### config.mk
export PLATFORM = sky130hd
export DESIGN_NAME = loop_delay_calibrator
export DESIGN_NICKNAME = d
export VERILOG_FILES = /design/src/rtl/ising_dsp_pkg.sv /design/src/rtl/first_crossing_encoder.sv /design/src/rtl/loop_delay_calibrator.sv
export SDC_FILE = /design/constraint.sdc
export NUM_CORES = 1
export LEC_CHECK = 0
export ABC_AREA = 1
export BUFFER_PORTS_ARGS = -buffer_cell sky130_fd_sc_hd__clkbuf_2
export CORE_AREA = 2 2 313 315
export DETAILED_ROUTE_END_ITERATION = 10
export DIE_AREA = 0 0 315 317
export SYNTH_ARGS = -nofsm -noshare
export SYNTH_HDL_FRONTEND = slang
export SYNTH_SLANG_ARGS = --single-unit
### constraint.sdc
create_clock -name clk -period 6.6 [get_ports clk]
set_input_delay 1.32 -clock clk [delete_from_list [all_inputs] [get_ports clk]]
set_output_delay 1.32 -clock clk [all_outputs]
set_load 0.03 [all_outputs]
### src/rtl/ising_dsp_pkg.sv
// Shared widths, calibrator state encoding and marker-word construction
// for the DAC/ADC word-stream blocks.
package ising_dsp_pkg;

   localparam int SAMPLE_W         = 16;
   localparam int SAMPLES_PER_WORD = 16;
   localparam int WORD_W           = SAMPLE_W * SAMPLES_PER_WORD;

   typedef enum logic [2:0] {
      IDLE,
      QUIET,
      SEND,
      WAIT,
      DONE,
      TOUT
   } cal_state_t;

   // Marker sits in sample 0 so it is the earliest sample of its word.
   function automatic logic [WORD_W-1:0] marker_word(input logic signed [SAMPLE_W-1:0] amp);
      logic [WORD_W-1:0] w;
      w = '0;
      w[SAMPLE_W-1:0] = amp;
      return w;
   endfunction

endpackage

### src/rtl/first_crossing_encoder.sv
// Combinational search for the earliest sample of a word whose signed
// value is strictly above a threshold.
module first_crossing_encoder
   import ising_dsp_pkg::*;
(
   input  logic [WORD_W-1:0]          word,
   input  logic signed [SAMPLE_W-1:0] threshold,
   output logic                       hit,
   output logic [3:0]                 idx
);

   // Scan from the latest sample down so the lowest crossing index wins.
   always_comb begin
      hit = 1'b0;
      idx = '0;
      for (int i = SAMPLES_PER_WORD - 1; i >= 0; i--) begin
         if ($signed(word[i*SAMPLE_W +: SAMPLE_W]) > threshold) begin
            hit = 1'b1;
            idx = 4'(i);
         end
      end
   end

endmodule

### src/rtl/loop_delay_calibrator.sv
// Injects a one-sample marker into the DAC stream and measures, in samples,
// how long it takes to return on the ADC stream.
module loop_delay_calibrator
   import ising_dsp_pkg::*;
#(
   parameter int                         QUIET_CYCLES    = 32,
   parameter int                         MAX_WAIT_CYCLES = 16,
   parameter logic signed [SAMPLE_W-1:0] MARKER_AMP      = 16'sh4000
) (
   input  logic                       clk,
   input  logic                       rst,
   input  logic                       start,
   input  logic signed [SAMPLE_W-1:0] threshold,
   input  logic [WORD_W-1:0]          dac_word_in,
   output logic [WORD_W-1:0]          dac_word_out,
   input  logic [WORD_W-1:0]          adc_word_in,
   output logic [7:0]                 delay_samples,
   output logic                       busy,
   output logic                       done,
   output logic                       timeout,
   output cal_state_t                 dbg_state
);

   localparam int CNT_W = (QUIET_CYCLES > MAX_WAIT_CYCLES) ? $clog2(QUIET_CYCLES)
                                                           : $clog2(MAX_WAIT_CYCLES);

   cal_state_t                 state_q, state_d;
   logic [CNT_W-1:0]           cnt_q, cnt_d;
   logic signed [SAMPLE_W-1:0] thr_q, thr_d;
   logic [7:0]                 delay_d;
   logic [WORD_W-1:0]          dac_mux;
   logic                       hit;
   logic [3:0]                 idx;

   first_crossing_encoder u_enc (
      .word      (adc_word_in),
      .threshold (thr_q),
      .hit       (hit),
      .idx       (idx)
   );

   // start is a bare one-cycle request: accepted only in IDLE, otherwise
   // dropped with no side effect; there is no ready/acknowledge.
   always_comb begin
      state_d = state_q;
      cnt_d   = cnt_q;
      thr_d   = thr_q;
      delay_d = delay_samples;
      dac_mux = '0;
      unique case (state_q)
         IDLE: begin
            dac_mux = dac_word_in;
            if (start) begin
               thr_d   = threshold;
               cnt_d   = '0;
               state_d = QUIET;
            end
         end
         QUIET: begin
            if (cnt_q == CNT_W'(QUIET_CYCLES - 1)) begin
               cnt_d   = '0;
               state_d = SEND;
            end else begin
               cnt_d = cnt_q + 1'b1;
            end
         end
         SEND: begin
            dac_mux = marker_word(MARKER_AMP);
            cnt_d   = '0;
            state_d = WAIT;
         end
         WAIT: begin
            // Detection outranks timeout on the last examined word.
            if (hit) begin
               delay_d = {cnt_q[3:0], idx};
               state_d = DONE;
            end else if (cnt_q == CNT_W'(MAX_WAIT_CYCLES - 1)) begin
               state_d = TOUT;
            end else begin
               cnt_d = cnt_q + 1'b1;
            end
         end
         DONE:    state_d = IDLE;
         TOUT:    state_d = IDLE;
         default: state_d = IDLE;
      endcase
   end

   always_ff @(posedge clk or negedge rst) begin
      if (!rst) begin
         state_q       <= IDLE;
         cnt_q         <= '0;
         thr_q         <= '0;
         delay_samples <= '0;
         dac_word_out  <= '0;
      end else begin
         state_q       <= state_d;
         cnt_q         <= cnt_d;
         thr_q         <= thr_d;
         delay_samples <= delay_d;
         dac_word_out  <= dac_mux;
      end
   end

   assign busy      = (state_q == QUIET) || (state_q == SEND) || (state_q == WAIT);
   assign done      = (state_q == DONE);
   assign timeout   = (state_q == TOUT);
   assign dbg_state = state_q;

endmodule

# Yosys cells after proc, flatten, opt, wreduce, memory -nomap -nowiden
# Cells that the tools add are included.
totals:
  n_memories: 0
  latch_bits: 0
  ff_bits: 288
  input_bits: 531
  mem_bits_rw: 0
  rom_bits: 0
  word_cells: 85
op_classes:
  reduce_logical: 8
  addsub: 1
  shift: 0
  mux: 43
  mul: 0
  order_cmp: 16
  bitwise_logic: 0
  eq_ne: 12
  div: 0
ops:
  columns: ["cell", "count"]
  rows:
  - ["256-bit one-hot mux with 2 select lines", 1]
  - ["16-bit greater-than comparator", 16]
  - ["4-bit 2-to-1 mux", 16]
  - ["5-bit 2-to-1 mux", 4]
  - ["5-bit one-hot mux with 4 select lines", 1]
  - ["1-bit 2-to-1 mux", 16]
  - ["3-bit 2-to-1 mux", 4]
  - ["3-bit one-hot mux with 4 select lines", 1]
  - ["2-bit != test (second input constant)", 4]
  - ["3-bit by 2-bit == test with 1-bit output (second input constant)", 2]
  - ["3-bit == test (second input constant)", 2]
  - ["5-bit by 1-bit adder with 5-bit output (second input constant)", 1]
  - ["5-bit by 4-bit == test with 1-bit output (second input constant)", 1]
  - ["5-bit == test (second input constant)", 1]
  - ["2-bit AND reduction", 2]
  - ["4-bit AND reduction", 1]
  - ["4-bit nonzero test", 1]
  - ["3-bit by 1-bit == test with 1-bit output (second input constant)", 1]
  - ["3-bit logical NOT", 1]
  - ["3-bit != test (second input constant)", 1]
  - ["3-bit AND reduction", 1]
  - ["1-bit logical OR", 2]

# Depth between registers and ports, before layout
logic_depth:
  depth_word: 19
  depth_mapped: 29
  mapped_depth_nobuf: 29

# Modules after synthesis
# From an unflattened synthesis, not the netlist that was laid out.
unflattened:
  cells_unflattened: 1843
  hier_area_um2: 16213.0
by_module_without_submodules:
  columns: ["module", "area_per_inst_um2", "instances", "seq_area_each_um2", "cells_each"]
  rows:
  - ["loop_delay_calibrator", 10072.2, 1, 7206.9, 968]
  - ["first_crossing_encoder", 6140.9, 1, 0.0, 875]

# Worst setup path before layout
# Ideal clock, no wire load.
synth_path:
  kind: "in2reg"
  startpoint: "input port adc_word_in[35]"
  endpoint: "register cnt_q[1]"
  cell_stages: 15
  slack_ps: 3309
  setup_ps: 123
  arrival_time_ps: 3167
  required_time_ps: 6477
  cell_sequence: "ha_1 > a21o_1 > nor2_1 > nor3_1 > o21a_1 > nor3_2 > o211ai_1 > o211ai_2 > nand2_4 > nor2_4 > nand2_4 > o21ai_4 > nand2_4 > nand2_1 > o21ai_1"
synth_via:
  elab_chain_len: 6
synth_lines:
  columns: ["item", "line_no", "rtl"]
  rows:
  - ["start, declared", "loop_delay_calibrator.sv:16", "input logic [WORD_W-1:0] adc_word_in,"]
  - ["16-bit greater-than comparator", "first_crossing_encoder.sv:17", "if ($signed(word[i*SAMPLE_W +: SAMPLE_W]) > threshold) begin"]
  - ["1-bit 2-to-1 mux (3 in series)", "first_crossing_encoder.sv:17", null]
  - ["2-bit != test (no source line)", null, null]
  - ["4-bit AND reduction (no source line)", null, null]
  - ["end signal, assigned", "loop_delay_calibrator.sv:98", "cnt_q <= cnt_d;"]
  - ["end, declared", "loop_delay_calibrator.sv:28", "logic [CNT_W-1:0] cnt_q, cnt_d;"]
# Every way passes these cells.
# A chain may end at the register's enable or synchronous reset.

# Worst setup path after layout
layout_path:
  startpoint: "register state_q[0], in the netlist dbg_state[0]"
  endpoint: "output port busy"
layout_via:
  elab_chain_len: 3
  elab_cells_between_ends: 5
  cone_classes: "eq/ne (3); reduce/logical (2)"
layout_lines:
  columns: ["item", "line_no", "rtl"]
  rows:
  - ["start, declared", "loop_delay_calibrator.sv:27", "cal_state_t state_q, state_d;"]
  - ["start signal, assigned", "loop_delay_calibrator.sv:97", "state_q <= state_d;"]
  - ["3-bit by 1-bit == test with 1-bit output or 3-bit by 2-bit == test with 1-bit output (tied branches)", "loop_delay_calibrator.sv:105", "assign busy = (state_q == QUIET) || (state_q == SEND) || (state_q == WAIT);"]
  - ["1-bit logical OR", "loop_delay_calibrator.sv:105", null]
  - ["1-bit logical OR *", "loop_delay_calibrator.sv:105", null]
  - ["end, declared", "loop_delay_calibrator.sv:18", "output logic busy,"]
# Every way passes the cells marked *; elsewhere a longest branch is shown, timed or not.

==> flow_summary_export.csv <==
group,metric,value,unit
clock_tree,hold_buffers,0,
power,power_density,421,nW/um^2
yosys,yosysWarnings,0,
layout,layout.nets,3437,
layout,n_fill_cell,10500,
sta,period_needed,3.98,ns
yosys,syn_avg_cell_area,8.75,sq um
setup_path,cp.required,5.28,ns
sta,finalWorstSetupSlack,2.62,ns
min_path,min_path_type,"reg -> reg",
floorplan,io_pins,801,
drt,drc_errors,0,
grt,grt_pass1_wl,97500,um
grt,grt-ovfl-total,0,
clock_tree,cts_tree,"done",
yosys,synth_cells,1819,
clock_tree,clock_sink_count,288,
layout,seq_area,7210,sq um
drt,drt_wl_total,71100,um
placement,io_buffers,800,
clock_tree,cts_setup_buffers,0,
floorplan,die_w,315,um
sta,hold_viol,0,
clock_tree,postCtsResizedCells,0,
yosys,synth.net_count,2609,
setup_path,cpPeakStageDelay,0.47,ns
yosys,synth_cell_types,44,
layout,multiInputGateArea,7240,sq um
setup_path,worstPathMaxFanout,8,
sta,tns,0,ns
placement,dp.cells,3885,
drt,vias,15100,
yosys,synth_common_cells,"363 x inv_1, 358 x nor2_1, 288 x dfrtp_1",
clock_tree,cts_inserted_buffers,36,
placement,dp_hpwl,58000,um
clock_tree,cts.root.buffer_cell,"clkbuf_16",
layout,final_area,22800,sq um
sta,rsz0062_at_grt,"no",
sta,relSlewSlack,35.0,%
drt,drt_iter0_drc,950,
placement,pre_cts_ws,2.65,ns
status,status,"finished clean",
drt,wl_met1,31800,um
setup_path,critPathCaptureType,"output port",
clock_tree,ctsHtreeMaxLevel,2,
yosys,ys_async_sr_fraction,100,%
sta,post-route-period-util,60.4,%
floorplan,die_h,317,um
setup_path,cp_common_cell,"inv_1",
yosys,ys_seq_area_share,45.3,%
setup_path,crit_chain,"buf_4, inv_1, nor2_1, inv_1, nor2_1, inv_1, nand2_1, clkbuf_2",
drt,wl_per_cell,18.0,um
yosys,synth.most_common_cell,"inv_1",
sta,setup_violations,0,
setup_path,criticalPathCategory,"reg -> out",
placement,dpl_cell_area,21600,sq um
yosys,syn_area,15900,sq um
layout,final_cell_count_no_fill,3959,
drt,via_per_inst,3.82,
sta,fin_hold_ws,0.479,ns
drt,top_layer_used,"met5",
yosys,synth_top_area_share,45.3,%
setup_path,slowest_stage,"nor2_1",
layout,syn_to_final_growth,43.2,%
layout,drive_above_1_share,33.6,%
floorplan,die_area,99900,sq um
sta,max_freq,251,MHz
drt,wl_met3,5650,um
yosys,yosys-top-cells-area,"dfrtp_1 45%, ha_1 20%, inv_1 8.6%",
grt,grt_max_degree,182,
clock_tree,clockBufferDepth,3,
yosys,synth_edf_count,0,
grt,grt_pass1_vias,15100,
yosys,synth_top_area_cell,"dfrtp_1",
yosys,ys_ff_latch,288,
clock_tree,clock_latency,0.55,ns
clock_tree,clkTransAtPathRegs,0.06,ns
floorplan,initial_core_util,16.5,%
yosys,ys.flop_type,"dfrtp_1",
run,drv_cap,0,
sta,maxSlewViolCount,0,
sta,clock_skew,0.0190,ns
setup_path,cp_top_family,"buffers and inverters",
grt,antenna_found_initial,15,
drt,ant_nets,0,
setup_path,cp-start-kind,"flip-flop",
setup_path,cp_num_buf_inv,5,
setup_path,critPathArrivalTime,2.66,ns
sta,tightest_slew,0.975,ns
drt,wl_met2,31200,um
power,p_leak,13.7,nW
grt,grt_use_total,13.4,%
floorplan,rows,114,
drt,first_pass_iters,5,
power,ir_drop,0.257,mV
placement,gp_congestion,0.878,
floorplan,core,96300,sq um
==> where the power goes <==
part / total (mW) / internal (mW) / switching (mW)
sequential: 2.57 / 2.30 / 0.267
clock: 1.97 / 1.14 / 0.832
combinational: 5.05 / 1.46 / 3.59
total: 9.59 / 4.90 / 4.69
==> tightest hold or removal path: stages (launching register included) <==
cell and delay (ns):
dfrtp_1 0.35, nand2_1 0.06, nand2_1 0.05
==> cell families (layout without fill, tap and decap cells) <==
| logic type | Yosys count | in the layout | synth area share (%) |
|---|---|---|---|
| AO/OA/AOI/OAI | 209 | 209 | 7.71 |
| XOR/XNOR | 1 | 1 | 0.0550 |
| AND/OR/NAND/NOR | 667 | 667 | 17.3 |
| other | 0 | 11 | 0 |
| flip-flops | 288 | 288 | 45.3 |
| buffers and inverters | 394 | 1247 | 9.29 |
| adder cells (fa/ha/maj) | 259 | 259 | 20.4 |
| multiplexers | 1 | 1 | 0.0707 |
==> cells in the final DEF (no fill, tap or decap), drive strengths merged, types with 2 or more instances in the layout <==
master and instances:
clkinv 6, nand4 27, nor2 360, o31ai 3, a21oi 112, clkbuf 849
buf 22, or3 2, o21bai 8, nand2 212, a211oi 8, nor3 17
ha 259, nand3 35, o21ai 36, diode 11, dfrtp 288, o21a 7
a21o 8, or2 2, nand3b 8, inv 367, clkinvlp 2, o211ai 16
nor4 3, a31oi 4
==> flip-flops by register name (all words and copies together) (netlist names) <==
register,count
cnt_q,5
thr_q,16
delay_samples,8
dbg_state,3
dac_word_out,256
==> worst paths after layout <==
kind	from	to	slack, ns	depth (start not counted)
min in group asynchronous	rst	dac_word_out[68]$_DFF_PN0_	0.73	1
max in group asynchronous	rst	dac_word_out[199]$_DFF_PN0_	4.43	2
worst max register to register	thr_q[5]$_DFFE_PN0P_	cnt_q[1]$_DFFE_PN0P_	2.94	18
worst max-delay path	dbg_state[0]$_DFFE_PN0P_	busy	2.62	8
worst min-delay path	delay_samples[5]$_DFFE_PN0P_	delay_samples[5]$_DFFE_PN0P_	0.48	2
worst min register to register	delay_samples[5]$_DFFE_PN0P_	delay_samples[5]$_DFFE_PN0P_	0.48	2
==> area by class of cell <==
cell class              instances  area share [%]
inverters                     363            6.01
multi-input cells            1137            31.7
well taps                    1276            7.00
repair buffers                821            18.4
clock buffers                  50            4.49
clock inverters                13           0.615
flip-flops and latches        288            31.6
diodes                         11           0.121
==> metal layers <==
metal	track usage [%]	vias to the layer above
met3	3.99	133
li1	-	7440
met2	20.0	590
met1	18.1	6961
met4	5.17	8
met5	0	-
==> per-stage QoR <==
stage	power (mW)	util, %
3_3_place_gp	7.60	22.4
6_report	9.59	23.7
4_1_cts	9.73	23.7
2_1_floorplan	5.66	-
5_1_grt	10.4	23.7
3_5_place_dp	7.68	22.4
Power figures use the tool's default switching activity.
